--- src/rtl/blvds_link_pkg.sv ---
// Shared definitions for the half-duplex BLVDS link controller: FSM encoding,
// bit-timer modes and frame/timing defaults.
package blvds_link_pkg;

   localparam int FRAME_BITS       = 10;
   localparam int DATA_BITS        = 8;
   localparam int DEF_CLKS_PER_BIT = 4;
   localparam int DEF_GUARD_CYCLES = 2;
   localparam int TIMER_W          = 8;
   localparam int BIT_CNT_W        = 4;

   typedef enum logic [2:0] {
      IDLE,
      TX_GUARD,
      TX_SHIFT,
      TX_RELEASE,
      RX_START,
      RX_SHIFT,
      RX_STOP
   } link_state_t;

   typedef enum logic [1:0] {
      TMR_HALF,
      TMR_BIT,
      TMR_GUARD
   } timer_mode_t;

   // The bus is only ever driven while the guard or the frame itself is going out.
   function automatic logic drives_bus(input link_state_t s);
      return (s == TX_GUARD) || (s == TX_SHIFT);
   endfunction

endpackage

--- src/rtl/blvds_bit_timer.sv ---
// Loadable down-counter timing half-bit, full-bit and guard intervals.
// A strobe is high during the last cycle of the interval that was loaded.
module blvds_bit_timer
   import blvds_link_pkg::*;
#(
   parameter int CLKS_PER_BIT = DEF_CLKS_PER_BIT,
   parameter int GUARD_CYCLES = DEF_GUARD_CYCLES
) (
   input  logic        clk,
   input  logic        reset,
   input  logic        load,
   input  timer_mode_t load_mode,
   output logic        half_done,
   output logic        bit_done,
   output logic        guard_done
);

   localparam logic [TIMER_W-1:0] HALF_LOAD  = TIMER_W'(CLKS_PER_BIT / 2);
   localparam logic [TIMER_W-1:0] BIT_LOAD   = TIMER_W'(CLKS_PER_BIT);
   localparam logic [TIMER_W-1:0] GUARD_LOAD = TIMER_W'(GUARD_CYCLES);

   logic [TIMER_W-1:0] count;
   logic [TIMER_W-1:0] load_value;
   timer_mode_t        mode_q;
   logic               expiring;

   always_comb begin
      load_value = BIT_LOAD;
      case (load_mode)
         TMR_HALF:  load_value = HALF_LOAD;
         TMR_BIT:   load_value = BIT_LOAD;
         TMR_GUARD: load_value = GUARD_LOAD;
         default:   load_value = BIT_LOAD;
      endcase
   end

   // Counts down to zero and parks there, so a strobe fires once per load.
   always_ff @(posedge clk) begin
      if (reset) begin
         count  <= '0;
         mode_q <= TMR_BIT;
      end else if (load) begin
         count  <= load_value;
         mode_q <= load_mode;
      end else if (count != '0) begin
         count <= count - 1'b1;
      end
   end

   assign expiring   = (count == TIMER_W'(1));
   assign half_done  = expiring && (mode_q == TMR_HALF);
   assign bit_done   = expiring && (mode_q == TMR_BIT);
   assign guard_done = expiring && (mode_q == TMR_GUARD);

endmodule

--- src/rtl/blvds_link_ctrl.sv ---
// Half-duplex UART-style link over a single bidirectional BLVDS buffer:
// input synchronizer, link FSM, transmit/receive shift registers.
module blvds_link_ctrl
   import blvds_link_pkg::*;
#(
   parameter int CLKS_PER_BIT = DEF_CLKS_PER_BIT,
   parameter int GUARD_CYCLES = DEF_GUARD_CYCLES
) (
   input  logic                 clk,
   input  logic                 reset,
   input  logic [DATA_BITS-1:0] tx_data,
   input  logic                 tx_valid,
   output logic                 tx_ready,
   output logic [DATA_BITS-1:0] rx_data,
   output logic                 rx_valid,
   output logic                 rx_frame_err,
   output logic                 busy,
   output logic                 buf_i,
   output logic                 buf_t,
   input  logic                 buf_o
);

   localparam logic [BIT_CNT_W-1:0] LAST_TX_BIT = BIT_CNT_W'(FRAME_BITS - 1);
   localparam logic [BIT_CNT_W-1:0] LAST_RX_BIT = BIT_CNT_W'(DATA_BITS - 1);

   link_state_t           state;
   link_state_t           state_next;
   logic                  sync_meta;
   logic                  rxs;
   logic [FRAME_BITS-1:0] tx_shift;
   logic [DATA_BITS-1:0]  rx_shift;
   logic [BIT_CNT_W-1:0]  bit_cnt;
   logic                  stop_wait;
   logic                  tx_accept;
   logic                  tx_last_bit;
   logic                  timer_load;
   timer_mode_t           timer_mode;
   logic                  half_done;
   logic                  bit_done;
   logic                  guard_done;

   blvds_bit_timer #(
      .CLKS_PER_BIT (CLKS_PER_BIT),
      .GUARD_CYCLES (GUARD_CYCLES)
   ) u_bit_timer (
      .clk        (clk),
      .reset      (reset),
      .load       (timer_load),
      .load_mode  (timer_mode),
      .half_done  (half_done),
      .bit_done   (bit_done),
      .guard_done (guard_done)
   );

   // buf_o is asynchronous; flops reset to the idle (high) line level.
   always_ff @(posedge clk) begin
      if (reset) begin
         sync_meta <= 1'b1;
         rxs       <= 1'b1;
      end else begin
         sync_meta <= buf_o;
         rxs       <= sync_meta;
      end
   end

   assign tx_accept   = (state == IDLE) && rxs && tx_valid && tx_ready;
   assign tx_last_bit = (bit_cnt == LAST_TX_BIT);

   always_ff @(posedge clk) begin
      if (reset) begin
         state <= IDLE;
      end else begin
         state <= state_next;
      end
   end

   // A falling line in IDLE always wins: tx_ready has already dropped for it.
   always_comb begin
      state_next = state;
      case (state)
         IDLE: begin
            if (!rxs) begin
               state_next = RX_START;
            end else if (tx_accept) begin
               state_next = TX_GUARD;
            end
         end
         TX_GUARD: begin
            if (guard_done) begin
               state_next = TX_SHIFT;
            end
         end
         TX_SHIFT: begin
            if (bit_done && tx_last_bit) begin
               state_next = TX_RELEASE;
            end
         end
         TX_RELEASE: begin
            if (guard_done) begin
               state_next = IDLE;
            end
         end
         RX_START: begin
            if (half_done) begin
               state_next = rxs ? IDLE : RX_SHIFT;
            end
         end
         RX_SHIFT: begin
            if (bit_done && (bit_cnt == LAST_RX_BIT)) begin
               state_next = RX_STOP;
            end
         end
         RX_STOP: begin
            if (stop_wait) begin
               if (rxs) begin
                  state_next = IDLE;
               end
            end else if (bit_done && rxs) begin
               state_next = IDLE;
            end
         end
         default: state_next = IDLE;
      endcase
   end

   always_comb begin
      busy       = (state != IDLE);
      buf_t      = !drives_bus(state);
      buf_i      = (state == TX_SHIFT) ? tx_shift[0] : 1'b1;
      timer_load = 1'b0;
      timer_mode = TMR_BIT;
      case (state)
         IDLE: begin
            if (!rxs) begin
               timer_load = 1'b1;
               timer_mode = TMR_HALF;
            end else if (tx_accept) begin
               timer_load = 1'b1;
               timer_mode = TMR_GUARD;
            end
         end
         TX_GUARD: begin
            timer_load = guard_done;
            timer_mode = TMR_BIT;
         end
         TX_SHIFT: begin
            timer_load = bit_done;
            timer_mode = tx_last_bit ? TMR_GUARD : TMR_BIT;
         end
         RX_START: begin
            timer_load = half_done && !rxs;
            timer_mode = TMR_BIT;
         end
         RX_SHIFT: begin
            timer_load = bit_done;
            timer_mode = TMR_BIT;
         end
         default: begin
            timer_load = 1'b0;
            timer_mode = TMR_BIT;
         end
      endcase
   end

   // tx_ready looks one cycle ahead (next state, next rxs) so it is registered
   // yet never high outside IDLE or while the line is low.
   always_ff @(posedge clk) begin
      if (reset) begin
         tx_ready     <= 1'b0;
         tx_shift     <= '1;
         rx_shift     <= '0;
         rx_data      <= '0;
         rx_valid     <= 1'b0;
         rx_frame_err <= 1'b0;
         bit_cnt      <= '0;
         stop_wait    <= 1'b0;
      end else begin
         tx_ready     <= (state_next == IDLE) && sync_meta;
         rx_valid     <= 1'b0;
         rx_frame_err <= 1'b0;
         case (state)
            IDLE: begin
               bit_cnt   <= '0;
               stop_wait <= 1'b0;
               if (tx_accept) begin
                  tx_shift <= {1'b1, tx_data, 1'b0};
               end
            end
            TX_SHIFT: begin
               if (bit_done) begin
                  tx_shift <= {1'b1, tx_shift[FRAME_BITS-1:1]};
                  bit_cnt  <= bit_cnt + 1'b1;
               end
            end
            RX_SHIFT: begin
               if (bit_done) begin
                  rx_shift <= {rxs, rx_shift[DATA_BITS-1:1]};
                  bit_cnt  <= bit_cnt + 1'b1;
               end
            end
            RX_STOP: begin
               if (!stop_wait && bit_done) begin
                  if (rxs) begin
                     rx_data  <= rx_shift;
                     rx_valid <= 1'b1;
                  end else begin
                     rx_frame_err <= 1'b1;
                     stop_wait    <= 1'b1;
                  end
               end
            end
            default: begin
            end
         endcase
      end
   end

endmodule

--- config.mk ---
export PLATFORM = sky130hd
export DESIGN_NAME = blvds_link_ctrl
export DESIGN_NICKNAME = d
export VERILOG_FILES = /design/src/rtl/blvds_link_pkg.sv /design/src/rtl/blvds_bit_timer.sv /design/src/rtl/blvds_link_ctrl.sv
export SDC_FILE = /design/constraint.sdc
export NUM_CORES = 1
export LEC_CHECK = 0
export CORE_UTILIZATION = 45
export DETAILED_ROUTE_END_ITERATION = 8
export GPL_TIMING_DRIVEN = 0
export HOLD_SLACK_MARGIN = 0.02
export PLACE_DENSITY_LB_ADDON = 0.05
export SYNTH_ARGS = -nofsm -noshare
export SYNTH_HDL_FRONTEND = slang
export SYNTH_HIERARCHICAL = 1
export SYNTH_SLANG_ARGS = --single-unit
--- constraint.sdc ---
create_clock -name clk -period 3.4 [get_ports clk]
set_clock_uncertainty 0.15 [all_clocks]
set_input_delay 0.68 -clock clk [delete_from_list [all_inputs] [get_ports clk]]
set_output_delay 0.68 -clock clk [all_outputs]
set_load 0.03 [all_outputs]
* Yosys cells after proc, flatten, opt, wreduce, memory -nomap -nowiden
Index checks and enable logic that the tools add are counted.
** Word-level totals
- Register bits :: 49
- Bits in latches :: 0
- Bits in writable memories :: 0
- Bits in read-only memories :: 0
- Input bits :: 12
- Output and inout port bits :: 14
- Word-level logic and storage cells :: 101
- Memories kept :: 0
** Cells by class
- Add/sub/neg operators :: 2
- Multipliers :: 0
- Divide/modulo/power cells :: 0
- Magnitude comparators :: 0
- Equal/unequal tests :: 17
- Shifts and indexed selects :: 0
- Muxes and demuxes :: 33
- Bitwise gates (word level) :: 2
- Reduce and logical (&&, ||, !) cells :: 34
** Operator list (number)
- $mux W3 :: 12
- $pmux W3 S7 :: 1
- $mux W10 :: 2
- $pmux W10 S2 :: 1
- $mux W8 :: 2
- $logic_and A1 B1 Y1 :: 12
- $eq A3 B3 Y1 const B :: 3
- $reduce_and A3 Y1 :: 3
- $eq A8 B1 Y1 const B :: 1
- $ne A2 B2 Y1 const B :: 4
- $pmux W4 S2 :: 1
- $reduce_bool A2 Y1 :: 4
- $reduce_bool A8 Y1 :: 1
- $sub A8 B1 Y8 const B :: 1
- $mux W1 :: 7
- $eq A3 B2 Y1 const B :: 2
- $logic_not A3 Y1 :: 2
- $mux W2 :: 3
- $add A4 B1 Y4 const B :: 1
- $eq A2 B2 Y1 const B :: 2
- $eq A4 B3 Y1 const B :: 1
- $eq A4 B4 Y1 const B :: 1
- $logic_not A2 Y1 :: 2
- $mux W4 :: 1
- other kinds (13) :: 18

* Longest topological paths before layout
Gate-level depths: netlist of run 1.
- Depth after elaboration :: 11
- Mapped depth :: 11
- Gate-level depth less buffers :: 11

* Cells and area by module
The synthesis of run 1 kept the hierarchy.
** By module, submodules not included
- blvds_link_ctrl :: times used 1, cells each 204, area each 1773.0 um^2, sequential area each 760.7 um^2
- blvds_bit_timer :: times used 1, cells each 63, area each 568.0 um^2, sequential area each 200.2 um^2

* Worst setup path after synthesis of run 1
OpenSTA, ideal clock, no wires.
- Kind :: reg2reg
- Start point :: register u_bit_timer.count[4]
- End point :: register rx_data[0]
- Library setup time :: 0.128 ns
- Data arrival time :: 2.520 ns
- Data required time :: 3.122 ns
- Slack :: 0.602 ns
- Stages on the path, launching flop included :: 10
- Path buffers :: 2
- Clock period less this slack :: 2.798 ns
- Cell sequence :: dfxtp_1 > or4_4 > or4b_4 > nor3b_2 > clkbuf_1 > nand2_1 > nor4_1 > buf_4 > mux2i_1 > nor2_1
** On the way
- Longest elaborated chain between the ends :: 4
** RTL lines
- start: declaration :: line blvds_bit_timer.sv:22 : logic [TIMER_W-1:0] count;
- start signal: assignment :: line blvds_bit_timer.sv:43 : count <= load_value;
- start signal: assignment :: line blvds_bit_timer.sv:46 : count <= count - 1'b1;
- $eq A8 B1 Y1 :: line blvds_bit_timer.sv:50 : assign expiring = (count == TIMER_W'(1));
- $logic_and A1 B1 Y1 :: line blvds_bit_timer.sv:52 : assign bit_done = expiring && (mode_q == TMR_BIT);
- net bit_done :: line blvds_link_ctrl.sv:39 : logic bit_done;
- $logic_and A1 B1 Y1 :: line blvds_link_ctrl.sv:202 : if (!stop_wait && bit_done) begin
- $reduce_and A3 Y1 (no source line)
- end signal: assignment :: line blvds_link_ctrl.sv:204 : rx_data <= rx_shift;
- end: declaration :: line blvds_link_ctrl.sv:14 : output logic [DATA_BITS-1:0] rx_data,
The timed path passes the listed nets, and every way through them passes these cells.
A chain may end at the register's enable or synchronous reset.

* Worst setup path in the final report of run 1
- Start point :: register u_bit_timer.count[2]
- End point :: register rx_data[0]
The elaborated chain is that of the path after synthesis.

==> impl_results.md, run 1 <==
* Register-to-Register Setup Slack at 0.29 ns
* Yosys top cell by area: dfxtp_1
* Slew @ Worst Pin at 0.5103 ns
* Worst hold path type: register to register
* Layout cells sized above 1 at 11.00%
* Design area at 2790 um2
* Critical R2R Launch: u_bit_timer/count[2]
* Critical path launch point: u_bit_timer/count[2]
* Critical Path Stages at 9
* Pre-CTS setup slack at 0.3263 ns
* Seq/Total Area, Yosys at 41.05%
* Placed Instances at 359
* Num CTS Buffers at 5
* Antenna violations before repair at 0
* Hpwl dp at 3453 um
* Avg Cell Area, Syn at 8.768 um2
* Overall Global Routing Usage at 18.93%
* PortBufs at 25
* Critical path's slowest cell: or4b_4
* Final Hold Fails at 0
* Synth-to-layout area growth at 19.19%
* Core footprint at 4848 um2
* Max Fanout on Critical Path at 9
* CTS Root Cell: clkbuf_8
* Synth Cell Area at 2341 um2
* WS Path Type: register to register
* Fmax at 321.3 MHz
* Synth cell types at 60
* Max incr delay on CP at 0.57 ns
* # diodes at 0
* Row Count at 25
* Hold_sp: sync_meta
* Clock Latency Late Sink at 0.29 ns
* Pin count of the biggest net entering global routing at 17
* GPL Wtd Cong at 0.7943
* CTS tree: built
* Unrepaired setup endpoints after global routing: no
* Worst Reg2Reg Path Length in Cells at 9
* Final core occ at 57.55%
* Yosys Warn Count at 6
* Tcrit/Tclk final at 91.54%
* CTS Hold Bufs at 0
* Required time worst endpoint at 3.43 ns
* Setup bufs post-CTS at 0
* DIE WIDTH at 74.13 um
* DP Area at 2675 um2
* Die Y at 74.13 um
* RR Endpoint: rx_data[0]
* Wirelength per Cell at 13.16 um
* CP Buf/Inv Count at 2
* DR iter-0 viols at 99
* CTS clock-pin slew for the worst setup and hold paths at 0.10 ns
* Starting Density at 48.28%
* CP top delay family: simple AND/OR/NAND/NOR gates
* Slew Limit Fails at 0
* Worst rel slew slack at 65.86%
* Cell Chain, Critical Path: or4_4 -> or4b_4 -> nor3b_2 -> clkbuf_1 -> nand2_1 -> nor4_1 -> buf_4 -> mux2i_1 -> nor2_1
* Final WS setup at 0.2877 ns
* TNS Setup at 0 ns
* Final Non-Filler Cells at 367
* First-pass GRT wire length at 7928 um
* CTS max path bufs at 2
* # IOs at 26
* Leak Pwr at 1.046 nW
* Post-synth ARST share at 0%
* Worst vdd ir at 0.0004906 V
* Final nets at 316
* Gates resized, CTS repair at 0
* EDFF count, synth at 0
* Worst setup endpoint: rx_data[0]
* Max-cap violations at 0
* Vias per inst at 5.300
* Grt total ovfl at 0
* Drt first pass iters at 4
* Synth top area share at 41.05%
* Clk sinks at 48
* Seq cells post-synth at 48
* Syn nets at 284
* Total length of routed wires at 4828 um
* H-tree levels at 2
* Status: complete, no violations
* # DRC at 0
* Top_reg_cell synth: dfxtp_1
* Antenna Nets Post-Route at 0
* Worst hold slack at 0.2957 ns
* Synthesized instance count at 267
* Crit path capture type: register
* Final min period at 3.112 ns
* Power density cells at 565.3 nW/um2
* Tot Pwr at 1.577 mW
* DR vias at 1,945
* Die ar. at 5495 um2
* Largest cells by area after synthesis: dfxtp_1, nand2_1, mux2i_1
* Critical path arrival at 3.14 ns
* Startpoint type of the worst setup path: register
* Final Setup Violations at 0
* Filler instances at 466
* Vias in the first global route at 1,700
## Yosys cell counts (all sizes together), types with 5 or more instances
master / count
nor3: 6
dfxtp: 48
inv: 13
o21bai: 7
nand2: 39
a21oi: 16
nor2: 23
clkbuf: 6
and3: 7
nor2b: 8
mux2i: 9
ha: 5
buf: 8
o21ai: 6
nand2b: 5
## layout make-up
class | instances | area (um2) | share of cell area [%]
repair buffers | 25 | 250.2 | 8.969
clock buffers | 5 | 68.82 | 2.466
flip-flops and latches | 48 | 960.9 | 34.44
well taps | 67 | 83.83 | 3.004
multi-input cells | 192 | 1239 | 44.39
clock inverters | 3 | 46.29 | 1.659
plain buffers | 14 | 92.59 | 3.318
inverters | 13 | 48.80 | 1.749
## where the power goes
| part | switching [mW] | internal (mW) |
|---|---|---|
| Combinational | 0.242 | 0.234 |
| Sequential | 0.0612 | 0.617 |
| Clock | 0.201 | 0.222 |
| Total | 0.505 | 1.07 |
## how the worst min path moves through the flow
| stage | end | slack, ns | cells past startpoint |
|---|---|---|---|
| floorplan | rxs | 0.26 | 1 |
| global placement | rxs | 0.27 | 1 |
| detailed placement | rxs | 0.28 | 1 |
| CTS | rxs | 0.30 | 1 |
| global route | rxs | 0.32 | 1 |
| finish | rxs | 0.30 | 1 |
## layout by cell type (no fill, tap or decap), types with 6 or more instances in the layout
cell type,Yosys,routed
a21oi_1,16,16
nand2_1,39,39
clkdlybuf4s50_1,0,25
mux2i_1,9,9
inv_1,12,12
dfxtp_1,48,48
nor2b_1,8,8
and3_1,7,7
o21bai_1,7,7
clkbuf_1,6,6
nor2_1,22,22
## cell families (layout without fill, tap and decap cells)
logic type	count (synthesis)	count (layout)	share of synthesized area, %
simple gates	123	123	29.29
compound gates	52	52	15.87
flops	48	48	41.05
buf+inv	27	60	6.039
mux	10	10	4.329
fa+ha+maj	5	5	2.672
xor+xnor	2	2	0.7484
## flip-flops by register name (all words and copies together), names as in the netlist
signal	flops
bit_cnt	4
rx_data	8
rx_frame_err	1
rx_shift	8
rx_valid	1
rxs	1
state	3
stop_wait	1
sync_meta	1
tx_ready	1
tx_shift	9
u_bit_timer/count	8
u_bit_timer/mode_q	2
## per-layer routing
metal  share of wire [%]  global-route usage (%)
met5                   0                       0
met4                0.66                   5.769
met3                 3.4                   4.065
met2                  45                   29.90
met1                  51                   25.88
## worst register-to-register path: cells and delay by family, from the launching register on
family,cells,cell delay (ns)
simple gates,6,1.64
buf+inv,2,0.62
mux,1,0.21
flops,1,0.38
(Power assumes the default switching activity.)
==> run 2: changes to the inputs <==
--- a/config.mk
+++ b/config.mk
@@ -5,6 +5,7 @@
 export SDC_FILE = /design/constraint.sdc
 export NUM_CORES = 1
 export LEC_CHECK = 0
+export ABC_AREA = 1
 export CORE_UTILIZATION = 45
 export DETAILED_ROUTE_END_ITERATION = 8
 export GPL_TIMING_DRIVEN = 0
==> run 2 against run 1 <==
  * Non-clock buffer count down 6
  * Largest cell class unchanged
  * Setup slack improved by 0.38 ns
  * Total power fell by 2.9%
  * Clock power decreased by 17%
  * Synthesized area up 2.1%
  * Critical path type is now register to output pin
  * Register-to-register slack better by 0.40 ns
  * Maximum frequency increased by 14%
  * Cell count up 17%
  * Critical endpoint is now buf_i
  * Sequential power down 2%
  * Wire length is 0.10% higher
  * Sequential share of layout area down 0.37 points
  * Clock-buffer cell count grew 1
==> impl_results.md, run 2 <==
* Synth Cell Area at 2391 um2 (was 2341 um2)
* Pin count of the biggest net entering global routing at 15 (was 17)
* Vias in the first global route at 1,798 (was 1,700)
* Status: complete, no violations (unchanged)
* Critical path launch point: state[2] (was u_bit_timer/count[2])
* Max incr delay on CP at 0.59 ns (was 0.57 ns)
* Synth cell types at 34 (was 60)
* Layout cells sized above 1 at 16.16% (was 11.00%)
* Critical path's slowest cell: clkdlybuf4s50_1 (was or4b_4)
* Startpoint type of the worst setup path: register (unchanged)
* Hold_sp: sync_meta (unchanged)
* M2 GR Usage at 32.53% (was 29.90%)
* Die Y at 74.90 um (was 74.13 um)
* Antenna Nets Post-Route at 0 (unchanged)
* Total length of routed wires at 4833 um (was 4828 um)
* Hpwl dp at 3598 um (was 3453 um)
* Most common cell after layout, fill and taps aside: nand2_1 (was dfxtp_1)
* Worst rel slew slack at 59.20% (was 65.86%)
* Pre-CTS setup slack at 0.6673 ns (was 0.3263 ns)
* Slew Limit Fails at 0 (unchanged)
* Overall Global Routing Usage at 19.04% (was 18.93%)
* Largest cells by area after synthesis: dfxtp_1, nand2_1, nor2_1 (was dfxtp_1, nand2_1, mux2i_1)
* Max-cap violations at 0 (unchanged)
* CTS Hold Bufs at 0 (unchanged)
* CTS max path bufs at 2 (unchanged)
* Gates resized, CTS repair at 0 (unchanged)
* CTS Root Cell: clkbuf_8 (unchanged)
* Largest register FFs at 9 (unchanged)
* Slew @ Worst Pin at 0.6073 ns (was 0.5103 ns)
* Final nets at 376 (was 316)
* Count leader, synth: nand2_1 (was dfxtp_1)
* Final min period at 2.731 ns (was 3.112 ns)
* Cell Chain, Critical Path: buf_6 -> nor2_4 -> nand2_4 -> or2_2 -> clkdlybuf4s50_1 (was or4_4 -> or4b_4 -> nor3b_2 -> clkbuf_1 -> nand2_1 -> nor4_1 -> buf_4 -> mux2i_1 -> nor2_1)
* Top cells by count, synth: nand2_1, nor2_1, dfxtp_1 (was dfxtp_1, nand2_1, nor2_1)
* Unrepaired setup endpoints after global routing: no (unchanged)
* Num CTS Buffers at 5 (unchanged)
* Power density cells at 543.2 nW/um2 (was 565.3 nW/um2)
* Yosys Warn Count at 6 (unchanged)
* Die ar. at 5609 um2 (was 5495 um2)
* DR iter-0 viols at 119 (was 99)
* Grt total ovfl at 0 (unchanged)
* TNS Setup at 0 ns (unchanged)
* Clk sinks at 48 (unchanged)
* Synthesized instance count at 327 (was 267)
* Core footprint at 5107 um2 (was 4848 um2)
* Required time worst endpoint at 2.57 ns (was 3.43 ns)
* Synth top area share at 40.19% (was 41.05%)
* Global-route met3 utilization at 4.418% (was 4.065%)
* Final Hold Fails at 0 (unchanged)
* Antenna violations before repair at 0 (unchanged)
* DR vias at 2,086 (was 1,945)
* H-tree levels at 2 (unchanged)
* GPL Wtd Cong at 0.8081 (was 0.7943)
* Wirelength per Cell at 11.27 um (was 13.16 um)
* Seq cells post-synth at 48 (unchanged)
* Vias per inst at 4.862 (was 5.300)
* Top_reg_cell synth: dfxtp_1 (unchanged)
* First-pass GRT wire length at 8121 um (was 7928 um)
* Worst vdd ir at 0.0002813 V (was 0.0004906 V)
* Largest reg by FF count: tx_shift (unchanged)
* EDFF count, synth at 0 (unchanged)
* Fmax at 366.1 MHz (was 321.3 MHz)
* Final Setup Violations at 0 (unchanged)
* Worst hold path type: register to register (unchanged)
* Synth-to-layout area growth at 17.95% (was 19.19%)
* Setup bufs post-CTS at 0 (unchanged)
* CTS clock-pin slew for the worst setup and hold paths at 0.09 ns (was 0.10 ns)
* Seq/Total Area, Yosys at 40.19% (was 41.05%)
* WS Path Type: register to output pin (was register to register)
* # diodes at 0 (unchanged)
* Global route hottest layer: met2 (unchanged)
* Final WS setup at 0.6685 ns (was 0.2877 ns)
* CTS tree: built (unchanged)
* Clock Latency Late Sink at 0.30 ns (was 0.29 ns)
* # IOs at 26 (unchanged)
* Yosys top cell by area: dfxtp_1 (unchanged)
* Tcrit/Tclk final at 80.34% (was 91.54%)
* Starting Density at 46.82% (was 48.28%)
* Critical path arrival at 1.90 ns (was 3.14 ns)
* Most frequent cells in the layout: nand2_1, nor2_1, dfxtp_1 (was dfxtp_1, nand2_1, clkdlybuf4s50_1)
* Post-synth ARST share at 0% (unchanged)
* Drt first pass iters at 4 (unchanged)
* DIE WIDTH at 74.90 um (was 74.13 um)
* Critical R2R Launch: u_bit_timer/count[1] (was u_bit_timer/count[2])
* # DRC at 0 (unchanged)
* Max Fanout on Critical Path at 10 (was 9)
* Met1 Resource Use GR at 24.44% (was 25.88%)
* Syn nets at 344 (was 284)
* Leak Pwr at 1.185 nW (was 1.046 nW)
* Avg Cell Area, Syn at 7.312 um2 (was 8.768 um2)
* Crit path capture type: output pin (was register)
* PortBufs at 25 (unchanged)
* Row Count at 26 (was 25)
run 2: critical path, delay by kind of cell, from the launching register on:
kind	cells	cell delay [ns]
flip-flops	1	0.31
buffers and inverters	2	0.72
AND/OR/NAND/NOR	3	0.56
run 2: cell families (layout without fill, tap and decap cells):
group           count (synthesis)  count (layout)  synth area share (%)
simple gates                  180             180                 36.26
compound gates                 49              49                 12.09
flops                          48              48                 40.19
buf+inv                        44              76                 8.477
fa+ha+maj                       5               5                 2.616
xor+xnor                        1               1                0.3664
run 2: final cells by class:
type / count / area (um2)
Buffer: 8 / 60.06
Clock buffer: 6 / 82.58
Clock inverter: 1 / 8.758
Fill cell: 538 / 2287
Inverter: 36 / 142.6
Multi-Input combinational cell: 235 / 1227
Sequential cell: 48 / 960.9
Tap cell: 70 / 87.58
Timing Repair Buffer: 25 / 250.2
run 2: through the flow:
stage                     power, mW  area, um2  utilization (%)  hold WS, ns  instances
final                         1.532       2820            55.22       0.2984        429
after global routing          1.637       2820            55.22       0.3343        429
after CTS                     1.548       2820            55.22       0.3042        429
after detailed placement      1.193       2729            53.43       0.2681        422
after global placement        1.189       2729            53.43       0.2747        422
after floorplan               1.084       2391                -       0.2415        327
run 2: per-layer routing:
metal,share of wire [%],vias to the layer above
met5,0,-
met4,0.93,0
met3,4.9,4
met2,46,48
met1,48,920
li1,-,1114
run 2: report_power, final:
group | switching (mW) | internal, mW | leakage, nW
clock network | 0.190 | 0.162 | 0.0473
registers | 0.0459 | 0.619 | 0.391
logic | 0.328 | 0.187 | 0.747
total | 0.563 | 0.969 | 1.18
run 2: final timing paths:
check                           cells after the start              endpoint  slack, ns
worst max-delay path                                5                 buf_i       0.67
worst min-delay path                                2                   rxs       0.30
worst max register to register                     11  u_bit_timer/count[1]       0.69
worst min register to register                      2                   rxs       0.30
